`src/rtl/arb.sv`:
```
`default_nettype none
// ============================================================================
// Module   : arb
// Purpose  : Two-requester bus arbiter. It grants a shared bus to either the
//            DMA engine or the TDSP core, one owner at a time. TDSP wins a
//            simultaneous request from IDLE. The owner keeps the bus until it
//            drops its request. When the owner releases the bus while the
//            other master is waiting, the bus passes straight to the waiting
//            master with no dead cycles. The two state flops can be put into
//            the DFT scan chain.
// Ports    : clk        in   rising-edge system clock
//            reset      in   asynchronous active-high reset
//            dma_breq   in   DMA bus request (level)
//            dma_grant  out  DMA owns the bus (decoded from state flops)
//            tdsp_breq  in   TDSP bus request (level)
//            tdsp_grant out  TDSP owns the bus (decoded from state flops)
//            scan_in0   in   scan chain serial input
//            scan_en    in   scan shift enable (0 = functional)
//            scan_out0  out  scan chain serial output (state[1])
// Revision : 1.0 - initial release
// ============================================================================
module arb (
  input  logic clk,
  input  logic reset,
  input  logic dma_breq,
  output logic dma_grant,
  input  logic tdsp_breq,
  output logic tdsp_grant,
  input  logic scan_in0,
  input  logic scan_en,
  output logic scan_out0
);

  localparam logic [1:0] ST_IDLE     = 2'b00;
  localparam logic [1:0] ST_GNT_DMA  = 2'b01;
  localparam logic [1:0] ST_GNT_TDSP = 2'b10;

  logic [1:0] state_q;
  logic [1:0] state_d;

  // State register
  always_ff @(posedge clk or posedge reset) begin
    if (reset) begin
      state_q <= ST_IDLE;
    end else begin
      state_q <= state_d;
    end
  end

  // Next-state logic. In scan mode the two flops become a shift register:
  // scan_in0 -> state[0] -> state[1] -> scan_out0. The 11 encoding is not a
  // legal state, so it falls back to IDLE.
  always_comb begin
    state_d = ST_IDLE;
    if (scan_en) begin
      state_d = {state_q[0], scan_in0};
    end else begin
      case (state_q)
        ST_IDLE: begin
          if (tdsp_breq)     state_d = ST_GNT_TDSP;
          else if (dma_breq) state_d = ST_GNT_DMA;
          else               state_d = ST_IDLE;
        end
        ST_GNT_DMA: begin
          if (dma_breq)       state_d = ST_GNT_DMA;
          else if (tdsp_breq) state_d = ST_GNT_TDSP;
          else                state_d = ST_IDLE;
        end
        ST_GNT_TDSP: begin
          if (tdsp_breq)     state_d = ST_GNT_TDSP;
          else if (dma_breq) state_d = ST_GNT_DMA;
          else               state_d = ST_IDLE;
        end
        default: state_d = ST_IDLE;
      endcase
    end
  end

  // Output decode. Both grants are full-code compares, so the two grants can
  // never be high together, even if scan loads the 11 code.
  always_comb begin
    dma_grant  = (state_q == ST_GNT_DMA);
    tdsp_grant = (state_q == ST_GNT_TDSP);
    scan_out0  = state_q[1];
  end

endmodule
`default_nettype wire

```
`config.mk`:
```
export PLATFORM = sky130hd
export DESIGN_NAME = arb
export DESIGN_NICKNAME = d
export VERILOG_FILES = /design/src/rtl/arb.sv
export SDC_FILE = /design/constraint.sdc
export NUM_CORES = 1
export LEC_CHECK = 0
export ABC_AREA = 1
export CAP_MARGIN = 10
export CORE_AREA = 2 2 39 41
export CTS_CLUSTER_SIZE = 24
export DETAILED_ROUTE_END_ITERATION = 6
export DIE_AREA = 0 0 41 43
export GPL_TIMING_DRIVEN = 0
export MAX_ROUTING_LAYER = met4
export PLACE_DENSITY_LB_ADDON = 0.15
export SLEW_MARGIN = 20
export SYNTH_ARGS = -nofsm -noshare
export SYNTH_HDL_FRONTEND = slang
export SYNTH_SLANG_ARGS = --single-unit
```
`constraint.sdc`:
```
create_clock -name clk -period 0.88 [get_ports clk]
set_input_delay 0.176 -clock clk [delete_from_list [all_inputs] [get_ports clk]]
set_output_delay 0.176 -clock clk [all_outputs]
set_load 0.02 [all_outputs]
```
==> flow_summary_export.csv, run 1 <==
group,metric,value,unit
status,status,"complete, but fails checks",
status,violations,"negative setup slack",
clock_network,clk_pin_slew_worst_paths,0.04,ns
sta,maxSlewHeadroom,0.914,
die,core,1380,um^2
final_layout,reg_top3,"state_q: 2 flops",
critical_path,required,0.70,ns
die,dieArea,1760,um^2
logic_synthesis,synth_top_area_frac,0.408,
sta,setup_slack,-0.208,ns
routing,first_pass_iters,2,
clock_network,cts_num_sinks,2,
final_layout,largest-register,"state_q",
logic_synthesis,synthesis.instances,21,
logic_synthesis,syn_area_per_cell,5.84,um^2
logic_synthesis,yosysWarnings,0,
clock_network,ctsHoldBuffers,0,
routing,vias_per_cell,3.08,
routing,routed_wl,328,um
power,combPwrFrac,0.280,
clock_network,worstSkewPairLatency,0.23,ns
routing,antenna_left,0,
final_layout,stdcell_count,53,
final_layout,layout-drive-gt1-share,0.432,
logic_synthesis,synth_top_cell_by_area,"dfrtp_1",
final_layout,syn_to_final_growth,137,%
sta,holdWs,0.0972,ns
placement,dp_slack,-0.489,ns
sta,worst_pin_slew,0.128,ns
die,initial_core_util,0.0886,
die,rows,14,
critical_path,cp-start-kind,"flop",
global_routing,antenna_found_initial,0,
critical_path,worstSetupPathType,"flop to output pin",
power,switchingPower,0.123,mW
sta,setup_tns,-0.695,ns
power,power_switching_share,0.262,
power,power_leakage,0.157,nW
clock_network,cts_tree,"built",
power,p_seq_frac,0.236,
sta,finalClockSkew,0.00569,ns
die,design.portCount,9,
logic_synthesis,ys_seq_area_frac,0.408,
power,peakVddDrop,0.552,mV
final_layout,fin_nets,44,
logic_synthesis,synth_cell_type_count,5,
min_path,hold_path.class,"primary input to asynchronous set/reset pin",
sta,setup_viol,5,
routing,drc,0,
routing,dr_total_vias,163,
power,power.total,0.471,mW
placement,placed_cells,45,
sta,hold_violations,0,
flow_run,max_cap_violations,0,
critical_path,path_max_fanout,3,
final_layout,antenna-diode-count,0,
final_layout,fin_util,0.210,
global_routing,grt_overflow_total,0,
die,die_h,43,um
sta,period_share,1.24,
clock_network,cts-root-buf,"clkbuf_4",
clock_network,numCtsBuffers,3,
routing,wire_per_inst,6.19,um
final_layout,largest_reg_flops,2,
placement,globalplace.congestion,0.630,
logic_synthesis,synth-seq-cells,2,
clock_network,clk_path_buf_depth,2,
die,dieWidth,41,um
critical_path,arrival,0.91,ns
power,power-per-cell-area,1620,nW/um^2
sta,rsz0062_at_grt,"true",
placement,io_buffers,8,
global_routing,grt_pass1_vias,145,
sta,fin_crit,1.09,ns
global_routing,grt_max_degree,5,
routing,drt_iter0_markers,1,
power,pwr-share-clk,0.484,
global_routing,gr-usage-all-layers,0.0576,
power,internal_power,0.348,mW
final_layout,final_area,290,um^2
sta,clock.fmax,0.919,GHz
logic_synthesis,synth_area,123,um^2
global_routing,grt_pass1_wl,586,um
sta,finalMaxSlewViolations,0,
logic_synthesis,yosys-top-cells-area,"dfrtp_1, nand2_1, inv_1",
clock_network,h-tree-depth,1,
placement,place_area,226,um^2
logic_synthesis,synth_nets,27,
critical_path,end_kind,"output pin",
placement,hpwl,232,um
[placed cells by master, fill, tap and decap left out, drive strengths merged]
master / instances
clkdlybuf4s50: 5
nor2: 3
inv: 6
o21ai: 1
dfrtp: 2
nand2: 9
clkbuf: 4
buf: 7
[power groups by stage]
stage / registers [mW] / logic (mW) / clock network [mW]
5_1_grt: 0.113 / 0.148 / 0.254
3_3_place_gp: 0.112 / 0.101 / 0
6_report: 0.111 / 0.132 / 0.228
4_1_cts: 0.111 / 0.114 / 0.243
3_5_place_dp: 0.112 / 0.100 / 0
2_1_floorplan: 0.116 / 0.0410 / 0
[final cells by class]
type | count | area (um^2)
Fill cell | 153 | 1090
Timing Repair Buffer | 12 | 114
Multi-Input combinational cell | 13 | 55.1
Sequential cell | 2 | 52.6
Clock buffer | 4 | 26.3
Inverter | 6 | 22.5
Tap cell | 16 | 20.0
[worst max-delay path: stages, from the launching register on]
cell     delay, ns
dfrtp_2       0.41
inv_2         0.07
nand2_2       0.05
inv_2         0.05
buf_6         0.10
[routing by layer]
metal / global-route usage / part of all wire
met2: 0.0594 / 0.41
met3: 0.0471 / 0.098
met1: 0.0611 / 0.49
met4: 0.0600 / 0
met5: - / 0
[Yosys cell counts, drive strengths merged]
master / number
o21ai: 1
inv: 6
nand2: 9
dfrtp: 2
nor2: 3
[repair_timing]
| item | in CTS | in global routing |
|---|---|---|
| buffers inserted | 2 | 2 |
| endpoints found under the hold margin | 0 | 0 |
| gates resized for setup | 18 | 3 |
| endpoints found under the setup margin | 3 | 5 |
| pin swaps | 1 | 1 |
[path summary, 6_finish.rpt]
| path | endpoint | cells past startpoint | start | slack, ns |
|---|---|---|---|---|
| max in group asynchronous | state_q[0]$_DFF_PP0_ | 2 | reset | 0.66 |
| min in group clk | state_q[0]$_DFF_PP0_ | 3 | scan_in0 | 0.49 |
| hold / removal | state_q[1]$_DFF_PP0_ | 2 | reset | 0.1 |
| hold reg to reg | state_q[1]$_DFF_PP0_ | 3 | state_q[1]$_DFF_PP0_ | 0.60 |
| setup / recovery | dma_grant | 4 | state_q[1]$_DFF_PP0_ | -0.21 |
| setup reg to reg | state_q[0]$_DFF_PP0_ | 7 | state_q[0]$_DFF_PP0_ | -0.09 |
[logic make-up after synthesis]
kind of cell,Yosys count,synth area share
AOI/OAI and AO/OA,1,0.0408
DFF,2,0.408
and+or+nand+nor,12,0.367
buffers and inverters,6,0.184
Note: power is estimated with default switching activity, not from simulation.
==> inputs of run 2 (changes only) <==
SLEW_MARGIN = 0   (was 20)
==> results of run 2 <==
Final layout, timing and power as in run 1 (identical DEF).
